==> src/rtl/stopwatch_bcd_core_pkg.sv <==
// Shared definitions for the stopwatch BCD core: FSM state encodings, the BCD
// digit limit and the prescaler width helper.
package stopwatch_bcd_core_pkg;

  typedef enum logic [1:0] {
    ST_IDLE  = 2'd0,
    ST_RUN   = 2'd1,
    ST_PAUSE = 2'd2
  } state_e;

  localparam logic [3:0] BCD_MAX = 4'd9;

  // Bits needed to hold the values 0..v-1.
  function automatic int clog2(input int unsigned v);
    int          r;
    int unsigned x;
    r = 0;
    x = v - 32'd1;
    while (x > 32'd0) begin
      r = r + 1;
      x = x >> 1;
    end
    return r;
  endfunction

endpackage

==> src/rtl/stopwatch_bcd_core_bcd_digit_cnt.sv <==
// One decimal digit of the stopwatch count: 0..9 with a wrap carry, chained
// LSB to MSB through inc/co.
module bcd_digit_cnt
  import stopwatch_bcd_core_pkg::*;
(
  input  logic       clk125MHz,
  input  logic       rst,
  input  logic       clr,
  input  logic       inc,
  output logic [3:0] q,
  output logic       co
);

  logic [3:0] q_q;
  logic [3:0] q_d;

  // The >= guard keeps the digit inside 0..9 even from a corrupted state.
  always_comb begin
    q_d = q_q;
    if (clr) begin
      q_d = 4'd0;
    end else if (inc) begin
      if (q_q >= BCD_MAX) begin
        q_d = 4'd0;
      end else begin
        q_d = q_q + 4'd1;
      end
    end else begin
      q_d = q_q;
    end
  end

  always_ff @(posedge clk125MHz or negedge rst) begin
    if (!rst) begin
      q_q <= 4'd0;
    end else begin
      q_q <= q_d;
    end
  end

  assign q  = q_q;
  assign co = inc & (q_q == BCD_MAX);

endmodule

==> src/rtl/stopwatch_bcd_core.sv <==
// Stopwatch time base and 4-digit BCD counter (00.00..99.99) with start/stop and
// clear buttons. Optional lap-hold display is enabled by defining SW_LAP_EN.
module stopwatch_bcd_core
  import stopwatch_bcd_core_pkg::*;
#(
  parameter int unsigned CLK_HZ  = 32'd125_000_000,
  parameter int unsigned TICK_HZ = 32'd100
) (
  input  logic       clk125MHz,
  input  logic       rst,
  input  logic       btn_startstop,
  input  logic       btn_clear,
`ifdef SW_LAP_EN
  input  logic       btn_lap,
`endif
  output logic [3:0] d3,
  output logic [3:0] d2,
  output logic [3:0] d1,
  output logic [3:0] d0,
  output logic       running,
  output logic       ovf
);

  localparam int unsigned DIV = CLK_HZ / TICK_HZ;
  localparam int PW = clog2(DIV);
  localparam logic [PW-1:0] PRESC_LAST = PW'(DIV - 32'd1);
  localparam logic [PW-1:0] PRESC_ONE  = PW'(32'd1);

`ifdef SW_LAP_EN
  localparam int NB = 3;
  logic [NB-1:0] btn_raw_s;
  assign btn_raw_s = {btn_lap, btn_clear, btn_startstop};
`else
  localparam int NB = 2;
  logic [NB-1:0] btn_raw_s;
  assign btn_raw_s = {btn_clear, btn_startstop};
`endif

  logic [NB-1:0] sync1_q, sync1_d;
  logic [NB-1:0] sync2_q, sync2_d;
  logic [NB-1:0] prev_q, prev_d;
  logic [NB-1:0] edge_s;
  logic          ss_pulse_s, clr_pulse_s;

  state_e        state_q, state_d;
  logic [PW-1:0] presc_q, presc_d;
  logic          ovf_q, ovf_d;

  logic          tick_s, all9_s, sat_s, inc0_s;
  logic [3:0]    q0_s, q1_s, q2_s, q3_s;
  logic          co0_s, co1_s, co2_s, co3_unused;
  logic [15:0]   live_s, disp_s;

  always_comb begin
    sync1_d = btn_raw_s;
    sync2_d = sync1_q;
    prev_d  = sync2_q;
  end

  assign edge_s      = sync2_q & ~prev_q;
  assign ss_pulse_s  = edge_s[0];
  assign clr_pulse_s = edge_s[1];

  assign live_s = {q3_s, q2_s, q1_s, q0_s};
  assign all9_s = (q0_s == BCD_MAX) && (q1_s == BCD_MAX) &&
                  (q2_s == BCD_MAX) && (q3_s == BCD_MAX);
  assign tick_s = (state_q == ST_RUN) && (presc_q == PRESC_LAST);
  assign sat_s  = tick_s & all9_s;
  assign inc0_s = tick_s & ~all9_s;

  // Clear overrides everything; a saturating tick parks the FSM in PAUSE with ovf set.
  always_comb begin
    state_d = state_q;
    presc_d = presc_q;
    ovf_d   = ovf_q;
    if (clr_pulse_s) begin
      state_d = ST_IDLE;
      presc_d = {PW{1'b0}};
      ovf_d   = 1'b0;
    end else begin
      case (state_q)
        ST_IDLE: begin
          if (ss_pulse_s && !ovf_q) state_d = ST_RUN;
          else                      state_d = ST_IDLE;
        end
        ST_RUN: begin
          if (sat_s)           state_d = ST_PAUSE;
          else if (ss_pulse_s) state_d = ST_PAUSE;
          else                 state_d = ST_RUN;
        end
        ST_PAUSE: begin
          if (ss_pulse_s && !ovf_q) state_d = ST_RUN;
          else                      state_d = ST_PAUSE;
        end
        default: state_d = ST_IDLE;
      endcase
      if (tick_s)                  presc_d = {PW{1'b0}};
      else if (state_q == ST_RUN)  presc_d = presc_q + PRESC_ONE;
      else                         presc_d = presc_q;
      if (sat_s) ovf_d = 1'b1;
      else       ovf_d = ovf_q;
    end
  end

  always_ff @(posedge clk125MHz or negedge rst) begin
    if (!rst) begin
      sync1_q <= {NB{1'b0}};
      sync2_q <= {NB{1'b0}};
      prev_q  <= {NB{1'b0}};
      state_q <= ST_IDLE;
      presc_q <= {PW{1'b0}};
      ovf_q   <= 1'b0;
    end else begin
      sync1_q <= sync1_d;
      sync2_q <= sync2_d;
      prev_q  <= prev_d;
      state_q <= state_d;
      presc_q <= presc_d;
      ovf_q   <= ovf_d;
    end
  end

  bcd_digit_cnt u_d0 (.clk125MHz(clk125MHz), .rst(rst), .clr(clr_pulse_s), .inc(inc0_s), .q(q0_s), .co(co0_s));
  bcd_digit_cnt u_d1 (.clk125MHz(clk125MHz), .rst(rst), .clr(clr_pulse_s), .inc(co0_s),  .q(q1_s), .co(co1_s));
  bcd_digit_cnt u_d2 (.clk125MHz(clk125MHz), .rst(rst), .clr(clr_pulse_s), .inc(co1_s),  .q(q2_s), .co(co2_s));
  bcd_digit_cnt u_d3 (.clk125MHz(clk125MHz), .rst(rst), .clr(clr_pulse_s), .inc(co2_s),  .q(q3_s), .co(co3_unused));

`ifdef SW_LAP_EN
  logic        lap_pulse_s;
  logic        lap_hold_q, lap_hold_d;
  logic [15:0] lap_q, lap_d;

  assign lap_pulse_s = edge_s[2];

  // Lap edges toggle the hold; capture only happens when starting a hold in RUN.
  always_comb begin
    lap_hold_d = lap_hold_q;
    lap_d      = lap_q;
    if (clr_pulse_s) begin
      lap_hold_d = 1'b0;
    end else if (lap_pulse_s) begin
      if (lap_hold_q) begin
        lap_hold_d = 1'b0;
      end else if (state_q == ST_RUN) begin
        lap_hold_d = 1'b1;
        lap_d      = live_s;
      end else begin
        lap_hold_d = 1'b0;
      end
    end else begin
      lap_hold_d = lap_hold_q;
    end
  end

  always_ff @(posedge clk125MHz or negedge rst) begin
    if (!rst) begin
      lap_hold_q <= 1'b0;
      lap_q      <= 16'h0000;
    end else begin
      lap_hold_q <= lap_hold_d;
      lap_q      <= lap_d;
    end
  end

  assign disp_s = lap_hold_q ? lap_q : live_s;
`else
  assign disp_s = live_s;
`endif

  assign {d3, d2, d1, d0} = disp_s;
  assign running          = (state_q == ST_RUN);
  assign ovf              = ovf_q;

endmodule
==> config.mk <==
export PLATFORM = sky130hd
export DESIGN_NAME = stopwatch_bcd_core
export DESIGN_NICKNAME = d
export VERILOG_FILES = /design/src/rtl/stopwatch_bcd_core_pkg.sv /design/src/rtl/stopwatch_bcd_core_bcd_digit_cnt.sv /design/src/rtl/stopwatch_bcd_core.sv
export SDC_FILE = /design/constraint.sdc
export NUM_CORES = 1
export LEC_CHECK = 0
export BUFFER_PORTS_ARGS = -buffer_cell sky130_fd_sc_hd__buf_4
export CELL_PAD_IN_SITES_DETAIL_PLACEMENT = 1
export CELL_PAD_IN_SITES_GLOBAL_PLACEMENT = 1
export CORE_MARGIN = 4
export CORE_UTILIZATION = 49
export DETAILED_ROUTE_END_ITERATION = 12
export HOLD_SLACK_MARGIN = 0.1
export PLACE_DENSITY = 0.94
export SYNTH_ARGS = -nofsm -noshare
export SYNTH_HDL_FRONTEND = slang
export SYNTH_SLANG_ARGS = --single-unit
==> constraint.sdc <==
create_clock -name clk125MHz -period 4.14 [get_ports clk125MHz]
set_input_delay 1.242 -clock clk125MHz [delete_from_list [all_inputs] [get_ports clk125MHz]]
set_output_delay 1.242 -clock clk125MHz [all_outputs]
set_load 0.01 [all_outputs]
* Word-level counts from Yosys, hierarchy flattened
Index checks and enable logic that the tools add are counted.
** Word-level totals
- Bits in latches :: 0
- ROM bits :: 0
- Memory bits (writable) :: 0
- Output and inout bits :: 18
- Word-level logic and storage cells :: 70
- Register bits after elaboration :: 46
- Memories :: 0
** Operators by class
- Shift operators :: 0
- Divide/modulo/power cells :: 0
- Bitwise logic cells :: 8
- Reductions and logical operators :: 13
- $mul :: 0
- Mux-type cells :: 23
- Magnitude comparators :: 4
- Equality and inequality tests :: 7
- Add/subtract/negate cells :: 5
** Operator list (count)
- 21-bit 2-to-1 mux :: 3
- 4-bit 2-to-1 mux :: 12
- 21-bit by 1-bit adder with 21-bit output (second input constant) :: 1
- 21-bit equality test (second input constant) :: 1
- 4-bit by 1-bit adder with 4-bit output (second input constant) :: 4
- 4-bit equality test (second input constant) :: 4
- 4-bit greater-or-equal comparator (second input constant) :: 4
- 2-bit nonzero test :: 5
- 2-bit 2-to-1 mux :: 4
- 2-bit case mux with 3 select lines :: 1
- 1-bit AND :: 5
- 1-bit logical AND :: 5
- 1-bit 2-to-1 mux :: 3
- 3-bit nonzero test :: 1
- 2-bit AND :: 1
- 2-bit by 1-bit equality test with 1-bit output (second input constant) :: 1
- 2-bit equality test (second input constant) :: 1
- 2-bit logical NOT :: 1
- 2-bit NOT :: 1
- 1-bit logical NOT :: 1
- 1-bit NOT :: 1

* Depth between registers and ports, before layout
Gate-level depths: netlist (run 1).
- Word-level depth :: 11
- Depth in mapped cells :: 7
- Gate-level depth less buffers :: 7

* Hierarchy
A second synthesis (run 1) with hierarchy kept.
** Unflattened totals
- Cells, all modules :: 257
- Area, all modules :: 2697.6 µm²
** Modules (own cells, without submodules)
- stopwatch_bcd_core :: times used 1, seq. area each 750.7 µm², cells each 169, area each 1711.6 µm²
- bcd_digit_cnt :: times used 4, seq. area each 100.1 µm², cells each 22, area each 246.5 µm²

* Worst setup path after synthesis (run 1)
Ideal clock, no wire load.
- Path kind :: register to register
- Start :: register u_d0.q_q[1], in the netlist u_d0.q[1]
- End :: register u_d0.q_q[3], in the netlist u_d0.q[3]
- Slack :: 2131 ps
- Clock period less this slack :: 2009 ps
- Arrival time :: 1889 ps
- Cell stages (with the launch flop) :: 8
- Path buffers :: 0
- Cells stage by stage :: dfrtp_1 inv_1 ha_1 nand3b_4 or4_4 nand3_1 a211oi_1 a31o_2
** Between the ends
- Word-level cells in the longest chain between the ends :: 7
** RTL lines
- start, declared :: line stopwatch_bcd_core_bcd_digit_cnt.sv:14 : logic [3:0] q_q;
- start signal, assigned :: line stopwatch_bcd_core_bcd_digit_cnt.sv:37 : q_q <= q_d;
- branches (longest 7 deep; another with 4-bit by 1-bit adder with 4-bit output)
Parallel ways; which one is timed is not known. The select of a mux whose other input is x is not followed.
A chain may end at the register's enable or synchronous reset.

* Worst setup path after layout (run 1)
- Start :: register state_q[0]
- End :: output running
** Between the ends
- Word-level cells in the longest chain between the ends :: 1
** RTL lines
- start, declared :: line stopwatch_bcd_core.sv:45 : state_e state_q, state_d;
- start signal, assigned :: line stopwatch_bcd_core.sv:117 : state_q <= state_d;
- 2-bit by 1-bit equality test with 1-bit output :: line stopwatch_bcd_core.sv:171 : assign running = (state_q == ST_RUN);
- end, declared :: line stopwatch_bcd_core.sv:20 : output logic running,
Every way passes these cells.

==> summary.md, run 1 <==
| Metric | Value |
|---|---|
| Htree depth | 2 |
| Static leakage | 1.29 nW |
| Iter 0 DRT Violations | 87 |
| CTS buffer count | 5 |
| R2R depth | 5 |
| Worst-path clk slew | 0.08 ns |
| WL final | 6640 um |
| Library cells used by synthesis | 55 |
| Via Count | a little over 2000 |
| FF-to-FF setup slack | 1.72 ns |
| Yosys warning count | 0 |
| Syn_area_per_cell | ~10 sq um |
| Vias per cell | ~5.9 |
| Fill count | between 500 and 600 |
| Tot GR Track Use | 0.219 |
| DRC | 0 |
| Nets | 296 |
| VDD IR max | 0.111 mV |
| Setup crit end kind | output pin |
| Rows | 26 |
| Number of synthesized flops with an enable pin | 0 |
| Longest Clk Path Bufs | 2 |
| Max Clk Rate | 397 MHz |
| Class of the most critical hold timing path | flop to flop |
| Seq/Total Area, Yosys | 0.446 |
| Pwr Total | 0.809 mW |
| Core area | 5110 sq um |
| Global-route wire length before repair | roughly 11000 um |
| Synth top area share | 0.446 |
| Synth Instances | approximately 260 |
| Initial antenna violation count | 0 |
| IO Pins | 22 |
| Final worst path period need | 2.52 ns |
| Grt ovf | 0 |
| Top post-synthesis cells by count | 46 x dfrtp_1, 22 x nor2_1, 21 x nand2_1 |
| Setup ws final | 1.62 ns |
| Crit. Startpoint | state_q[0] |
| Worst EP arrival | 1.27 ns |
| Syn nets | around 270 |
| WP data required | between 2 and 3 ns |
| CP max FO | 8 |
| Mapped Area | 2580 sq um |
| Later-pin clock latency in the skew report | 0.30 ns |
| Drt wl/cell | about 19 um |
| Routed Antenna Nets | 0 |
| Max Slew Vio Count | 0 |
| Sink Count | 46 |
| CTS root buf | clkbuf_8 |
| Hold_buf cts | 0 |
| P&R area growth vs syn | 12.0% |
| Mux cell area share after synthesis | 0.00872 |
| CTS tree | built |
| Worst hold start | sync1_q[1] |
| DIE AREA | 6500 sq um |
| Ys async rst share | 1.00 |
| PortBufs | 21 |
| Layout cells sized above 1 | 0.176 |
| R2R Path End | presc_q[15] |
| Worst Setup Start Kind | flop |
| Final Cycle Share | 0.608 |
| Slew at the pin with the worst max-slew slack | a little over 1 ns |
| Xor/xnor share of the synthesized area | 0.0407 |
| Gpl congestion | between 0.7 and 0.8 |
| Die Y-Extent | just over 80 um |
| Top-count cell post-synth | dfrtp_1 |
| RSZ-0062 raised after global routing | no |
| Worst Hold Slack | 0.396 ns |
| Synth area leader | dfrtp_1 |
| Largest net degree at the start of global routing | 47 |
| Fin Clk Skew | 0.00482 ns |
| Post-CTS Setup Inserts | 0 |
| Setup violators final | 0 |
| Setup TNS | 0 ns |
| Hpwl dp | approximately 4600 um |
| Yosys reg bits | 46 |
| Ranking of synthesized cells by area | dfrtp_1 45%, ha_1 6.3%, nor2_1 3.2% |
| Antenna cells | 0 |
| Synth Flop Type | dfrtp_1 |
| Post-Synth Simple-Gate Area | 0.263 |
| Synth Area in Compound Gates | 0.145 |
| PD cells | between 200 and 300 nW/um^2 |
| Maxcap violations | 0 |
| Adder-Cell Fraction of Synth Area | 0.0630 |
| Worst Path Class, Setup | flop to output pin |
| Setup WS pre-CTS | 1.75 ns |
| Die X | 80.6 um |
| TritonRoute pass-1 iters | 4 |
| Vias in the first global route | 2171 |
| Worst Setup EP | running |
| Relative slew slack | 0.312 |
| Initial Util | 0.506 |
| Post-CTS sizing | 0 |
| Final hold vios | 0 |
| Outcome | completed |
| Largest family of logic cells by synthesized area | simple AND/OR/NAND/NOR gates |
| Crit Reg-Reg Startpoint | prev_d[1] |
| Final core utilization | 0.566 |
==> sequential cells by signal, indices dropped and copies added, names as in the netlist <==
| name | cells |
|---|---|
| u_d1.q | 4 |
| u_d0.q | 4 |
| prev_d | 2 |
| u_d2.q | 4 |
| presc_q | 21 |
| state_q | 2 |
| u_d3.q | 4 |
| prev_q | 2 |
| sync1_q | 2 |
| ovf | 1 |
==> how the worst min path moves through the flow <==
stage / to / cells after the start
final: prev_d[1] / 0
after global routing: prev_d[1] / 0
after CTS: prev_d[1] / 0
after detailed placement: prev_d[0] / 0
after global placement: prev_d[1] / 0
after floorplan: prev_d[0] / 0
==> layer usage <==
metal	GRT usage	up-vias	part of all wire	routed length [um]
li1	-	963	-	-
met3	0.0314	16	0.023	155
met1	0.279	1024	0.44	2950
met2	0.365	42	0.50	3310
met5	0	-	0	0
met4	0.0980	0	0.033	221
==> where the power goes <==
group          switching (mW)  internal (mW)  total [mW]
logic                  0.0440         0.0221      0.0660
clock network           0.151          0.114       0.264
registers              0.0170          0.461       0.478
==> cell type report <==
class                   instances  area (sq um)  share of cell area
multi-input cells             186          1350               0.465
flip-flops and latches         46          1150               0.398
repair buffers                 21           158              0.0545
well taps                      70          87.6              0.0303
inverters                      19          71.3              0.0247
clock buffers                   5          68.8              0.0238
clock inverters                 2          10.0             0.00346
==> critical path: stages (launching register included) <==
cell and delay [ns]:
dfrtp_1 0.43, nand2b_4 0.11, clkinv_1 0.21, buf_4 0.22
==> cell families (layout without fill, tap and decap cells) <==
| logic type | after synthesis | count (layout) |
|---|---|---|
| buffers and inverters | 23 | 47 |
| AO/OA/AOI/OAI | 50 | 50 |
| XOR/XNOR | 12 | 12 |
| adder cells (fa/ha/maj) | 13 | 13 |
| multiplexers | 2 | 2 |
| AND/OR/NAND/NOR | 109 | 109 |
| flip-flops | 46 | 46 |
==> placed cells by master (no fill, tap or decap), drive strengths merged, types with 3 or more instances in the layout <==
master | Yosys | final
a31oi | 4 | 4
buf | 0 | 21
clkinv | 1 | 3
xor2 | 5 | 5
dfrtp | 46 | 46
o31ai | 6 | 6
nand3 | 9 | 9
nor4 | 3 | 3
ha | 13 | 13
nor2b | 4 | 4
nor2 | 22 | 22
clkbuf | 4 | 5
a21oi | 10 | 10
xnor2 | 7 | 7
inv | 18 | 18
and2 | 3 | 3
or3 | 6 | 6
nor4b | 3 | 3
and3 | 3 | 3
nand2 | 21 | 21
o21ai | 12 | 12
nor3 | 5 | 5
nand3b | 6 | 6
nand2b | 4 | 4
nand4 | 10 | 10
==> stage by stage <==
| stage | std cells | instance area (sq um) |
|---|---|---|
| 2_1_floorplan | 255 | 2580 |
| 3_3_place_gp | 342 | 2810 |
| 3_5_place_dp | 342 | 2810 |
| 4_1_cts | 349 | 2890 |
| 5_1_grt | 349 | 2890 |
| 6_report | 349 | 2890 |
(Power assumes the default switching activity.)
==> run 2, diff against run 1 <==
--- a/config.mk
+++ b/config.mk
@@ -9,10 +9,10 @@
 export CELL_PAD_IN_SITES_DETAIL_PLACEMENT = 1
 export CELL_PAD_IN_SITES_GLOBAL_PLACEMENT = 1
 export CORE_MARGIN = 4
-export CORE_UTILIZATION = 49
+export CORE_UTILIZATION = 42
 export DETAILED_ROUTE_END_ITERATION = 12
 export HOLD_SLACK_MARGIN = 0.1
-export PLACE_DENSITY = 0.94
+export PLACE_DENSITY = 0.86
 export SYNTH_ARGS = -nofsm -noshare
 export SYNTH_HDL_FRONTEND = slang
 export SYNTH_SLANG_ARGS = --single-unit
==> constraint.sdc (replaced) <==
create_clock -name clk125MHz -period 2.2 [get_ports clk125MHz]
set_input_delay 0.66 -clock clk125MHz [delete_from_list [all_inputs] [get_ports clk125MHz]]
set_output_delay 0.66 -clock clk125MHz [all_outputs]
set_load 0.01 [all_outputs]
==> run 2 against run 1 <==
Hold slack got worse by 0.049 ns. Via count is 3.7% higher. Wire length increased by 0.47%. Final area up 5.9%. Combinational power rose by 100%. Clock power rose by 110%. Worst setup slack got worse by 1.6 ns. Sequential cell count stayed put. Cell count up 6.9%. Critical endpoint is now u_d1.q[1].
==> summary.md, run 2 (synthesis results as in run 1) <==
| Metric | Value |
|---|---|
| Outcome | completed |
| PD cells | 520 nW/um^2 (+86%) |
| Worst Setup Start Kind | flop |
| Final core utilization | 0.514 (-0.0519) |
| Largest net degree at the start of global routing | 47 (unchanged) |
| Rows | 28 (+7.7%) |
| Global-route wire length before repair | 11500 um (+4.8%) |
| Switching Share | 0.264 (+0.00278) |
| Top reg by flops | presc_q |
| Fin Clk Skew | 0.0175 ns (+0.0127 ns) |
| VDD IR max | 0.329 mV (+200%) |
| Most frequent cells in the layout | 46 x dfrtp_1, 39 x buf_4, 22 x nor2_1 |
| Setup TNS | 0 ns (unchanged) |
| Grt peak-use layer | met2 |
| Vias per cell | 5.68 (-3.0%) |
| Gpl congestion | 0.807 (+2.5%) |
| Hpwl dp | 4660 um (+0.36%) |
| Setup violators final | 0 (unchanged) |
| Logic pwr share | 0.083 (about the same) |
| Final Cycle Share | 0.977 |
| Die X | 86.4 um (+7.2%) |
| Met2 Track Usage GR | 0.335 (-0.0299) |
| Setup WS pre-CTS | 0.0393 ns (-1.71 ns) |
| Drt wl/cell | 17.9 um (-6.0%) |
| CTS buffer count | 5 (unchanged) |
| Grt met3 use | 0.0285 (-0.00287) |
| Met1 GRT Util | 0.243 (-0.0357) |
| PortBufs | 21 (unchanged) |
| Sw Pwr | 0.421 mW (+99%) |
| Setup ws final | 0.0507 ns (-1.57 ns) |
| FF-to-FF setup slack | 0.05 ns (-1.67 ns) |
| Final Cell Area | 3060 sq um (+5.9%) |
| Grt ovf | 0 (unchanged) |
| Relative slew slack | 0.544 (+0.232) |
| Initial antenna violation count | 0 (unchanged) |
| Dpl cells | 359 (+5.0%) |
| R2R depth | 7 (+2) |
| Routed Antenna Nets | 0 (unchanged) |
| CTS root buf | clkbuf_8 |
| IO Pins | 22 (unchanged) |
| Max Clk Rate | roughly 470 MHz |
| Iter 0 DRT Violations | 107 (+23%) |
| Fill count | 681 (+15%) |
| Die Y-Extent | 86.4 um (+7.2%) |
| TritonRoute pass-1 iters | 4 (unchanged) |
| Crit Reg-Reg Startpoint | u_d1.q[1] |
| Clock power share | 0.354 (+0.027) |
| Nets | 314 (+6.1%) |
| P&R area growth vs syn | 18.6% |
| Tot GR Track Use | 0.194 (-0.0249) |
| Internal | 1.17 mW (+96%) |
| DRC | 0 (unchanged) |
| Most common cell after layout, fill and taps aside | dfrtp_1 |
| Class of the most critical hold timing path | input port to async pin |
| WP data required | 2.45 ns (-0.45 ns) |
| Max Slew Vio Count | 0 (unchanged) |
| Via Count | 2120 (+3.7%) |
| Htree depth | 2 (unchanged) |
| Longest Clk Path Bufs | 2 (unchanged) |
| Slew at the pin with the worst max-slew slack | 0.679 ns (-0.347 ns) |
| Sink Count | 46 (unchanged) |
| Setup crit end kind | flop |
| Static leakage | 1.40 nW (+8.4%) |
| Largest register FFs | 21 (unchanged) |
| Worst Path Class, Setup | flop to flop |
| Final worst path period need | 2.15 ns |
| Core area | 5960 sq um (+17%) |
| R2R Path End | u_d1.q[1] |
| Later-pin clock latency in the skew report | 0.31 ns (about the same) |
| Worst-path clk slew | 0.10 ns (+0.02 ns) |
| WL final | 6670 um (+0.47%) |
| Layout cells sized above 1 | 0.238 (+0.0626) |
| DIE AREA | 7470 sq um (+15%) |
| Final Instance Count excl. Fillers | 373 (+6.9%) |
| Maxcap violations | 0 (unchanged) |
| Seq pwr share | 0.564 (-0.028) |
| CTS tree | built |
| Initial Util | 0.434 (-0.0721) |
| Vias in the first global route | 2324 (+7.0%) |
| Worst EP arrival | 2.40 ns (+1.13 ns) |
| Final hold vios | 0 (unchanged) |
| Placed cell area | 2910 sq um (+3.4%) |
| CP max FO | 7 (-1) |
| Antenna cells | 0 (unchanged) |
run 2: changes by cell type in the layout (fill, tap and decap cells not counted):
cell	previous run	this run
clkbuf_8	5	6
nand3_2	0	1
nor3_4	0	1
inv_1	18	17
clkinv_2	2	1
inv_2	0	1
ha_2	0	1
nor3_2	1	0
ha_1	13	12
nand3_1	9	8
clkinvlp_4	0	1
buf_4	21	39
run 2: worst max path at each step:
stage / from / end / slack [ns] / cells past startpoint
2_1_floorplan: u_d0.q[1] / u_d0.q[3] / 0.19 / 7
6_report: u_d1.q[1] / u_d1.q[1] / 0.05 / 7
4_1_cts: u_d3.q[1] / u_d1.q[1] / 0.04 / 7
5_1_grt: u_d1.q[1] / u_d1.q[1] / -0.02 / 7
3_3_place_gp: u_d1.q[1] / u_d0.q[3] / 0.21 / 7
3_5_place_dp: u_d1.q[1] / u_d0.q[3] / 0.04 / 7
run 2: metrics by stage:
stage	hold slack (ns)	power, mW
5_1_grt	0.386	1.66
3_5_place_dp	0.340	1.04
2_1_floorplan	0.331	0.979
3_3_place_gp	0.333	1.04
4_1_cts	0.364	1.61
6_report	0.347	1.59
run 2: power by group through the flow:
stage | clock network, mW | registers [mW] | logic, mW
CTS | 0.576 | 0.896 | 0.133
floorplan | 0 | 0.904 | 0.0746
finish | 0.563 | 0.897 | 0.132
global route | 0.607 | 0.901 | 0.149
global placement | 0 | 0.911 | 0.127
detailed placement | 0 | 0.912 | 0.130
run 2: per-layer routing:
metal / vias to the layer above / share of wire
li1: 1006 / -
met1: 1076 / 0.44
met2: 26 / 0.52
met3: 12 / 0.023
met4: 0 / 0.022
met5: - / 0
run 2: timing repair:
action	in CTS	in global routing
pin swaps	0	2
setup buffers	0	6
resized for setup	1	3
endpoints found under the setup margin	1	7
hold buffers	0	0
run 2: final cells by class:
class	instances	area [sq um]	share of cell area
Clock buffer	6	82.6	0.0269
Clock inverter	2	12.5	0.00408
Inverter	19	71.3	0.0233
Multi-Input combinational cell	186	1360	0.444
Sequential cell	46	1150	0.376
Tap cell	75	93.8	0.0306
Timing Repair Buffer	39	293	0.0955
run 2: critical path, cell delays in order (launching register included):
cell	delay [ns]
dfrtp_1	0.44
inv_2	0.10
ha_2	0.18
nand3b_1	0.12
or4_4	0.63
nand4b_4	0.17
mux2_2	0.35
nor2_1	0.09
==> run 3, diff against run 2 <==
--- a/config.mk
+++ b/config.mk
@@ -7,12 +7,13 @@
 export LEC_CHECK = 0
 export BUFFER_PORTS_ARGS = -buffer_cell sky130_fd_sc_hd__buf_4
 export CELL_PAD_IN_SITES_DETAIL_PLACEMENT = 1
-export CELL_PAD_IN_SITES_GLOBAL_PLACEMENT = 1
+export CELL_PAD_IN_SITES_GLOBAL_PLACEMENT = 2
 export CORE_MARGIN = 4
-export CORE_UTILIZATION = 42
+export CORE_UTILIZATION = 35
 export DETAILED_ROUTE_END_ITERATION = 12
 export HOLD_SLACK_MARGIN = 0.1
-export PLACE_DENSITY = 0.86
+export PLACE_DENSITY = 0.87
+export SLEW_MARGIN = 40
 export SYNTH_ARGS = -nofsm -noshare
 export SYNTH_HDL_FRONTEND = slang
 export SYNTH_SLANG_ARGS = --single-unit
==> run 3 against run 2 <==
First-iteration DRC count fell by 35%. Maximum frequency up 4.2%. Clock skew is 0.011 ns lower. Wire length down 10%. Largest cell class unchanged. Sequential cell count unchanged. Critical path depth unchanged. Sequential power hardly changed. Sequential share of layout area down 0.33 points. Utilization shrank 8.5 points.
==> summary.md, run 3 (synthesis results as in run 1) <==
| Metric | Value |
|---|---|
| Outcome | completed |
| Static leakage | 1.38 nW (-1.7%) |
| Setup crit end kind | flop |
| CP max FO | 7 (unchanged) |
| Crit. Startpoint | u_d1.q[1] |
| Layout cells sized above 1 | 0.235 (-0.00276) |
| Antenna cells | 0 (unchanged) |
| Relative slew slack | 0.591 (+0.0470) |
| Slew at the pin with the worst max-slew slack | 0.614 ns (-0.0647 ns) |
| Tot GR Track Use | 0.149 (-0.0451) |
| Most frequent cells in the layout | 44 x dfrtp_1, 34 x buf_4, 22 x nor2_1 |
| Worst-path clk slew | 0.08 ns (-0.02 ns) |
| Rows | 31 (+11%) |
| Fin Clk Skew | 0.00691 ns (-0.0106 ns) |
| Htree depth | 2 (unchanged) |
| Core area | 7210 sq um (+21%) |
| P&R area growth vs syn | 19.9% |
| Die X | 93.9 um (+8.7%) |
| Longest Clk Path Bufs | 2 (unchanged) |
| DRC | 0 (unchanged) |
| DIE AREA | 8820 sq um (+18%) |
| Max Clk Rate | 485 MHz (+4.2%) |
| Final hold vios | 0 (unchanged) |
| Final worst path period need | 2.06 ns (-0.0871 ns) |
| Max Slew Vio Count | 0 (unchanged) |
| Final Cycle Share | 0.937 (-0.0396) |
| Die Y-Extent | 93.9 um (+8.7%) |
| Hpwl dp | 4440 um (-4.7%) |
| Sink Count | 46 (unchanged) |
| Pwr Total | 1.78 mW (+12%) |
| Vias per cell | 5.27 (-7.2%) |
| Maxcap violations | 0 (unchanged) |
| Largest net degree at the start of global routing | 47 (unchanged) |
| CTS tree | built |
| Later-pin clock latency in the skew report | 0.29 ns (-0.02 ns) |
| Setup TNS | 0 ns (unchanged) |
| RSZ-0062 raised after global routing | no |
| Iter 0 DRT Violations | 70 (-35%) |
| Worst Path Class, Setup | flop to flop |
| Top reg by flops | presc_q |
| Worst Setup Start Kind | flop |
| Critical path's largest stage delay | 0.62 ns (about the same) |
| WP data required | 2.42 ns (-0.03 ns) |
| PortBufs | 21 (unchanged) |
| Setup WS pre-CTS | 0.0820 ns (+0.0427 ns) |
| Largest register FFs | 21 (unchanged) |
| Max stage delay cell, worst path | or4_4 |
| Setup ws final | 0.138 ns (+0.0871 ns) |
| VDD IR max | 0.253 mV (-23%) |
| Gpl congestion | 0.770 (-4.5%) |
| TritonRoute pass-1 iters | 4 (unchanged) |
| CTS root buf | clkbuf_8 |
| IO Pins | 22 (unchanged) |
| WL final | 5990 um (-10%) |
| Crit Reg-Reg Startpoint | u_d1.q[1] |
| Class of the most critical hold timing path | input port to async pin |
| Nets | 309 (-1.6%) |
| CP Cell Sequence | inv_2 -> ha_2 -> nand3b_1 -> or4_4 -> nand4b_4 -> mux2_2 -> nor2_1 |
| Global-route wire length before repair | 10600 um (-7.6%) |
| Via Count | 2067 (-2.5%) |
| CTS buffer count | 5 (unchanged) |
| Vias in the first global route | 2176 (-6.4%) |
| Initial antenna violation count | 0 (unchanged) |
| PD cells | 574 nW/um^2 (+10%) |
| Grt ovf | 0 (unchanged) |
| Routed Antenna Nets | 0 (unchanged) |
| Worst EP arrival | 2.29 ns (-0.11 ns) |
| Most common cell after layout, fill and taps aside | dfrtp_1 |
| Setup violators final | 0 (unchanged) |
| Initial Util | 0.358 (-0.0757) |
| Drt wl/cell | 15.3 um (-15%) |
## run 3: cell count changes in the layout (fill, tap and decap cells not counted), sizes merged
| cell | change |
|---|---|
| bufinv | +2 |
| clkbuf | -1 |
| clkinvlp | -1 |
| buf | -5 |
## run 3: metrics by stage
stage | cells | hold slack, ns | area [sq um] | utilization
after floorplan | 255 | 0.331 | 2580 | -
after global placement | 383 | 0.334 | 2940 | 0.408
after detailed placement | 383 | 0.340 | 2940 | 0.408
after CTS | 391 | 0.362 | 3080 | 0.427
after global routing | 392 | 0.372 | 3100 | 0.429
final | 392 | 0.367 | 3100 | 0.429
## run 3: power by group
group	total, mW	internal, mW	switching (mW)
clock network	0.749	0.455	0.293
logic	0.132	0.0501	0.0821
registers	0.896	0.868	0.0277
total	1.78	1.37	0.403
## run 3: worst max-delay path, delay by kind of cell (launching register included)
family / cells / cell delay [ns]
adder cells (fa/ha/maj): 1 / 0.17
buffers and inverters: 1 / 0.09
multiplexers: 1 / 0.34
flip-flops: 1 / 0.42
AND/OR/NAND/NOR: 4 / 0.97
## run 3: repair_timing
item | 4_1_cts | 5_1_grt
setup buffers | 0 | 1
hold buffers | 0 | 0
gates resized for setup | 0 | 6
setup endpoints to repair | 0 | 4
## run 3: final timing paths
path                              to  slack, ns  cells after the start
max                        u_d1.q[1]       0.14                      7
min                        u_d3.q[0]       0.37                      1
min reg2reg                prev_d[1]       0.37                      0
max in group asynchronous  u_d3.q[1]       1.40                      1
max reg2reg                u_d1.q[1]       0.14                      7
min in group clk125MHz     prev_d[1]       0.37                      0
## run 3: layout make-up
type                       count  area (sq um)
fill                         845          4120
multi-input combinational    186          1360
timing repair buffer          34           255
tap                           99           124
clock buffer                   5          68.8
clock inverter                 3          68.8
inverter                      19          71.3
sequential                    46          1150
## run 3: per-layer routing
metal	global-route usage	vias to the layer above	routed length, um
met3	0.0216	2	149
met1	0.210	1043	2900
met5	0	-	0
met2	0.245	29	2910
li1	-	993	-
met4	0.0241	0	31
